[src/rtl/mod_muldiv_unit_pkg.sv]
// Shared definitions for the iterative multiply/divide unit.
// Holds md_op encodings, FSM state encoding and small op-decode helpers.
// No logic or ports; imported by mod_muldiv_unit and mod_muldiv_negate.
package pkg_muldiv;

    typedef enum logic [2:0] {
        MD_MULT  = 3'b000,
        MD_MULTU = 3'b001,
        MD_DIV   = 3'b010,
        MD_DIVU  = 3'b011,
        MD_MTHI  = 3'b100,
        MD_MTLO  = 3'b101
    } md_op_e;

    typedef enum logic [1:0] {
        ST_IDLE = 2'b00,
        ST_RUN  = 2'b01,
        ST_FIX  = 2'b10,
        ST_DONE = 2'b11
    } st_e;

    // MULT/MULTU/DIV/DIVU occupy codes 000..011.
    function automatic logic op_is_arith(input logic [2:0] op);
        return (op[2] == 1'b0);
    endfunction

    function automatic logic op_is_signed(input logic [2:0] op);
        return (op == MD_MULT) || (op == MD_DIV);
    endfunction

    // Both divide codes have bit 1 set within the arithmetic group.
    function automatic logic op_is_div(input logic [2:0] op);
        return (op[2] == 1'b0) && op[1];
    endfunction

endpackage

[src/rtl/mod_muldiv_unit_negate.sv]
// Combinational conditional two's-complement negate (module mod_muldiv_negate).
// Zero latency; no flow control.
// Ports: en (negate when high), value (input word), result (value or -value).
module mod_muldiv_negate
    import pkg_muldiv::*;
#(
    parameter int W = 32
) (
    input  logic         en,
    input  logic [W-1:0] value,
    output logic [W-1:0] result
);

    assign result = en ? ((~value) + W'(1)) : value;

endmodule

[src/rtl/mod_muldiv_unit.sv]
// Iterative MULT/MULTU/DIV/DIVU/MTHI/MTLO unit feeding architectural HI/LO.
// Latency: arithmetic ops pulse done WIDTH+2 edges after start; MTHI/MTLO after 1 edge.
// Backpressure: none; busy stalls the pipe, start while busy is dropped, flush aborts.
// Ports: clk, reset (async high), alu_a/alu_b operands, md_op, start, flush,
//        busy, done, hi, lo, and div_zero when MULDIV_DIV0_TRAP_EN is defined.
// MULDIV_DIV0_TRAP_EN: divide by zero skips the iteration and flags div_zero instead.
module mod_muldiv_unit
    import pkg_muldiv::*;
#(
    parameter int WIDTH = 32,
    parameter int CNT_W = 6
) (
    input  logic             clk,
    input  logic             reset,
    input  logic [WIDTH-1:0] alu_a,
    input  logic [WIDTH-1:0] alu_b,
    input  logic [2:0]       md_op,
    input  logic             start,
    input  logic             flush,
    output logic             busy,
    output logic             done,
`ifdef MULDIV_DIV0_TRAP_EN
    output logic             div_zero,
`endif
    output logic [WIDTH-1:0] hi,
    output logic [WIDTH-1:0] lo
);

    localparam logic [CNT_W-1:0] LAST_STEP = CNT_W'(WIDTH - 1);

    st_e                 state;
    st_e                 state_nxt;
    logic [CNT_W-1:0]    cnt;
    // acc holds {upper product, lower product/multiplier} or {remainder, quotient}.
    logic [2*WIDTH-1:0]  acc;
    logic [WIDTH-1:0]    opnd;      // multiplicand or divisor magnitude
    logic                is_div;
    logic                neg_res;   // sign_a ^ sign_b: product/quotient sign
    logic                neg_rem;   // remainder follows the dividend sign
    logic                mt_done;

    logic                sign_a;
    logic                sign_b;
    logic [WIDTH-1:0]    abs_a;
    logic [WIDTH-1:0]    abs_b;
    logic                div0_trap;

    logic [WIDTH:0]      mul_sum;
    logic [2*WIDTH-1:0]  mul_step;
    logic [WIDTH:0]      trial;
    logic [WIDTH-1:0]    diff;
    logic [2*WIDTH-1:0]  div_step;

    logic [2*WIDTH-1:0]  prod_fix;
    logic [WIDTH-1:0]    quo_fix;
    logic [WIDTH-1:0]    rem_fix;

    assign sign_a = op_is_signed(md_op) & alu_a[WIDTH-1];
    assign sign_b = op_is_signed(md_op) & alu_b[WIDTH-1];

`ifdef MULDIV_DIV0_TRAP_EN
    assign div0_trap = op_is_div(md_op) && (alu_b == '0);
`else
    assign div0_trap = 1'b0;
`endif

    // Magnitudes are taken as unsigned, so the most-negative value maps to itself exactly.
    mod_muldiv_negate #(.W(WIDTH)) u_abs_a (.en(sign_a), .value(alu_a), .result(abs_a));
    mod_muldiv_negate #(.W(WIDTH)) u_abs_b (.en(sign_b), .value(alu_b), .result(abs_b));

    mod_muldiv_negate #(.W(2*WIDTH)) u_fix_prod (.en(neg_res), .value(acc),
                                                 .result(prod_fix));
    mod_muldiv_negate #(.W(WIDTH)) u_fix_quo (.en(neg_res), .value(acc[WIDTH-1:0]),
                                              .result(quo_fix));
    mod_muldiv_negate #(.W(WIDTH)) u_fix_rem (.en(neg_rem), .value(acc[2*WIDTH-1:WIDTH]),
                                              .result(rem_fix));

    // Shift-add: the multiplier drains out of the low half as the product fills in from the top.
    assign mul_sum  = {1'b0, acc[2*WIDTH-1:WIDTH]} + (acc[0] ? {1'b0, opnd} : '0);
    assign mul_step = {mul_sum, acc[WIDTH-1:1]};

    // Restoring divide: shifted partial remainder is WIDTH+1 bits; when the trial
    // subtract succeeds the true difference is below the divisor, so WIDTH bits suffice.
    assign trial    = acc[2*WIDTH-1:WIDTH-1];
    assign diff     = trial[WIDTH-1:0] - opnd;
    assign div_step = (trial >= {1'b0, opnd}) ? {diff, acc[WIDTH-2:0], 1'b1}
                                              : {acc[2*WIDTH-2:0], 1'b0};

    always_ff @(posedge clk or posedge reset) begin
        if (reset) begin
            state <= ST_IDLE;
        end else begin
            state <= state_nxt;
        end
    end

    always_comb begin
        state_nxt = state;
        case (state)
            ST_IDLE: begin
                if (start && op_is_arith(md_op)) begin
                    state_nxt = div0_trap ? ST_DONE : ST_RUN;
                end
            end
            ST_RUN: begin
                if (cnt == LAST_STEP) begin
                    state_nxt = ST_FIX;
                end
            end
            ST_FIX:  state_nxt = ST_DONE;
            ST_DONE: state_nxt = ST_IDLE;
            default: state_nxt = ST_IDLE;
        endcase
        // Abort wins over everything, including a start in the same cycle.
        if (flush) begin
            state_nxt = ST_IDLE;
        end
    end

    always_ff @(posedge clk or posedge reset) begin
        if (reset) begin
            cnt     <= '0;
            acc     <= '0;
            opnd    <= '0;
            is_div  <= 1'b0;
            neg_res <= 1'b0;
            neg_rem <= 1'b0;
            mt_done <= 1'b0;
            hi      <= '0;
            lo      <= '0;
`ifdef MULDIV_DIV0_TRAP_EN
            div_zero <= 1'b0;
`endif
        end else begin
            mt_done <= 1'b0;
`ifdef MULDIV_DIV0_TRAP_EN
            div_zero <= 1'b0;
`endif
            if (!flush) begin
                case (state)
                    ST_IDLE: begin
                        if (start) begin
                            if (op_is_arith(md_op)) begin
`ifdef MULDIV_DIV0_TRAP_EN
                                div_zero <= div0_trap;
`endif
                                if (!div0_trap) begin
                                    cnt     <= '0;
                                    is_div  <= op_is_div(md_op);
                                    neg_res <= sign_a ^ sign_b;
                                    neg_rem <= sign_a;
                                    acc     <= {{WIDTH{1'b0}},
                                                op_is_div(md_op) ? abs_a : abs_b};
                                    opnd    <= op_is_div(md_op) ? abs_b : abs_a;
                                end
                            end else if (md_op == MD_MTHI) begin
                                hi      <= alu_a;
                                mt_done <= 1'b1;
                            end else if (md_op == MD_MTLO) begin
                                lo      <= alu_a;
                                mt_done <= 1'b1;
                            end
                        end
                    end
                    ST_RUN: begin
                        cnt <= cnt + CNT_W'(1);
                        acc <= is_div ? div_step : mul_step;
                    end
                    ST_FIX: begin
                        if (is_div) begin
                            hi <= rem_fix;
                            lo <= quo_fix;
                        end else begin
                            hi <= prod_fix[2*WIDTH-1:WIDTH];
                            lo <= prod_fix[WIDTH-1:0];
                        end
                    end
                    default: ;
                endcase
            end
        end
    end

    assign busy = (state != ST_IDLE);
    assign done = (state == ST_DONE) || mt_done;

endmodule

[config.mk]
export PLATFORM = sky130hd
export DESIGN_NAME = mod_muldiv_unit
export DESIGN_NICKNAME = d
export VERILOG_FILES = /design/src/rtl/mod_muldiv_unit_pkg.sv /design/src/rtl/mod_muldiv_unit_negate.sv /design/src/rtl/mod_muldiv_unit.sv
export SDC_FILE = /design/constraint.sdc
export NUM_CORES = 1
export LEC_CHECK = 0
export BUFFER_PORTS_ARGS = -buffer_cell sky130_fd_sc_hd__buf_2
export CAP_MARGIN = 0
export CORE_AREA = 2 2 185 187
export DETAILED_ROUTE_END_ITERATION = 10
export DIE_AREA = 0 0 187 189
export PLACE_DENSITY = 0.64
export SYNTH_ARGS = -nofsm -noshare
export SYNTH_HDL_FRONTEND = slang
export SYNTH_SLANG_ARGS = --single-unit
[constraint.sdc]
create_clock -name clk -period 11.95 [get_ports clk]
set_input_delay 0 -clock clk [delete_from_list [all_inputs] [get_ports clk]]
set_output_delay 0 -clock clk [all_outputs]
set_load 0.02 [all_outputs]
==> metrics <==
top-count cell post-synth=nand2_1; post-route cell area=16,700 um^2; Synth top cells by count=nand2_1, o21ai_0, nor2_1; # H-tree levels=4; fill count=3,359; clock sink total=between 150 and 200; worst hold endpoint=opnd[10]; Startpoint Class=flop; status=complete, no violations; grt ovf=0; fmax=216 MHz; Root Buffer Master=clkbuf_16; Die Height=189 um; compound-gate portion of the synthesized area=0.261; fin crit share=0.387; Synth Area in Simple Gates=0.193; CTS tree=yes; Total GRT Usage=0.308; first-pass GRT wire length=83,800 um; worst skew pair latency=0.46 ns; number of synthesized register bits=approximately 170; cells after synthesis=1,910; input/output buffers=136; syn avg cell area=between 7 and 8 um^2; Via Count=between 15,000 and 20,000; adder-cell share of the synthesized area=0.0649; setup tns final=0 ns; Synth Cell Area=14,900 um^2; share of layout cells above drive strength 1=0.114; Cell variety after synth=67; EDFF count, synth=0; Setup crit end kind=flop; Core ar.=33,300 um^2; CP max stage cell=nor2_1; leading area contributor after synthesis=dfrtp_1; vias in the first global route=14,000; fin nets=2,148; Worst Path Arrival=4.99 ns; worst vdd ir=140 uV; largest net degree at the start of global routing=97; CP cell instances=inv_1, ha_2, buf_4, a21oi_1, or2_2, nor2_1, nand2_1, nor2b_1, a222oi_1, o21ai_0; Synth Flop Type=dfrtp_1; Cell Pwr Density=303 nW/um^2; reg2reg start=state[1]; yosys warns=0; Final Hold Fails=0; Final Skew=0.0186 ns; area delta synth->final=12.5%; # DRC=0; Die ar.=35,300 um^2; Leak Pwr=7.50 nW; Hold Slack=0.000886 ns; R2R depth=10; ys async rst share=1.00; most area-consuming cells after synthesis=dfrtp_1, o21ai_0, ha_1; area post-placement=between 15,000 and 20,000 um^2; CP peak stage delay=0.83 ns; RSZ-0062 raised after global routing=no; Final Setup Violations=0; slew of the pin with the lowest slew margin=1.20 ns; Worst Hold Class=in -> reg; Post-CTS Setup Repair Bufs=0; Initial Utilization=0.447; main combinational cell family by area after synthesis=compound AO/OA/AOI/OAI gates; Synth top area share=0.289; critical path peak fanout=52; I/O pin count=137; WL per Instance=22.3 um; maxcap violations=0; post-route ant nets=0; mux share of post-synthesis cell area=0.0408; detailed placement HPWL=42,000 um; initial antenna violation count=0; n_diodes=0; Detailed Routing Iterations Pass 1=6; Final Max Tran Viols=0; R2R Setup Slk=7.33 ns; Synthesized Nets=~2,100; row count=67; Die Width=around 190 um; final cell count without fillers=2,462; # placed instances=2,397; WP data required=12.32 ns; gpl congestion=0.992; via/cell ratio=a little over 6; Worst Hold Launch=alu_b[10]; min Tclk post-route=approximately 4.6 ns; Synth Area in XOR/XNOR=0.104; Reg clk slew, reported paths=roughly 0.08 ns; Slew headroom=0.189; CTS max path bufs=2; hold path cells=4; Total Wirelength=55,000 um; Iter 0 DRT Violations=about 2,000; R2R Path End=acc[61]; kind of critical path=reg -> reg; sequential area share after synthesis=0.289; Num CTS Buffers=17
through the flow:
step                      total power [mW]  setup WS, ns   util
after floorplan                       3.47          7.29      -
after global placement                4.39          7.44  0.476
after detailed placement              4.41          7.45  0.476
after CTS                             4.99          7.43  0.503
after global routing                  5.43          7.10  0.503
final                                 5.06          7.33  0.503
final cells by class:
type | instances | area [um^2] | share of cell area
tap | 448 | 561 | 0.0335
clock inverter | 14 | 129 | 0.00770
inverter | 67 | 256 | 0.0153
multi-input combinational | 1558 | 9920 | 0.592
sequential | 172 | 4310 | 0.257
timing repair buffer | 185 | 1130 | 0.0676
clock buffer | 18 | 439 | 0.0262
critical path: cells and delay by family (launching register included):
family                     cells  cell delay (ns)
and+or+nand+nor                4             2.83
buffers and inverters          2             0.56
AOI/OAI and AO/OA              3             0.53
DFF                            1             0.43
adders and majority gates      1             0.17
worst max path at each step:
stage | startpoint | end
3_3_place_gp | state[1] | acc[61]
4_1_cts | state[1] | acc[61]
3_5_place_dp | state[1] | acc[61]
5_1_grt | state[1] | acc[61]
2_1_floorplan | reset | acc[0]
6_report | state[1] | acc[61]
logic make-up after synthesis:
group / after synthesis
flip-flops: 172
multiplexers: 58
buffers and inverters: 180
adder cells (fa/ha/maj): 76
AND/OR/NAND/NOR: 617
AO/OA/AOI/OAI: 631
XOR/XNOR: 176
sequential cells by signal, summed over array words and instances (netlist names):
signal / count
hi: 32
acc: 64
opnd: 32
is_div: 1
state: 2
neg_rem: 1
mt_done: 1
cnt: 6
lo: 32
neg_res: 1
report_power, final:
group / switching (mW) / leakage (nW) / internal, mW / total, mW
sequential: 0.372 / 2.20 / 0.836 / 1.21
clock: 0.281 / 0.280 / 0.281 / 0.562
combinational: 2.06 / 5.03 / 1.23 / 3.29
total: 2.71 / 7.50 / 2.35 / 5.06
cells in the final DEF, fill, tap and decap left out, types with 14 or more instances in the layout:
master / count
xor2_1: 77
nand2_1: 216
o221ai_1: 14
nor4_1: 17
nor2_1: 176
mux2_2: 21
a211oi_1: 48
inv_1: 66
nand3_1: 34
dfrtp_1: 171
a21o_1: 47
nand2b_1: 17
dlygate4sd3_1: 33
a31oi_1: 21
xnor2_1: 99
buf_4: 16
or3_1: 18
o31ai_1: 19
a22oi_1: 30
a21oi_1: 157
ha_1: 72
nor2b_1: 21
nor3_1: 39
mux2i_1: 37
clkbuf_16: 17
buf_2: 136
o21ai_0: 207
layer usage:
layer  wire, um  GRT usage  share of wire  up-vias
met1      24500      0.443           0.44     7158
met5          0          0              0        -
met4       2140      0.133          0.039        0
li1           -          -              -     7061
met3       4820     0.0460          0.088       95
met2      23600      0.460           0.43      758
what timing repair did:
action | CTS | global route
gates resized for setup | 0 | 0
hold buffers | 33 | 0
hold endpoints to repair | 81 | 0
No activity file was read; power rests on OpenSTA's default activity.
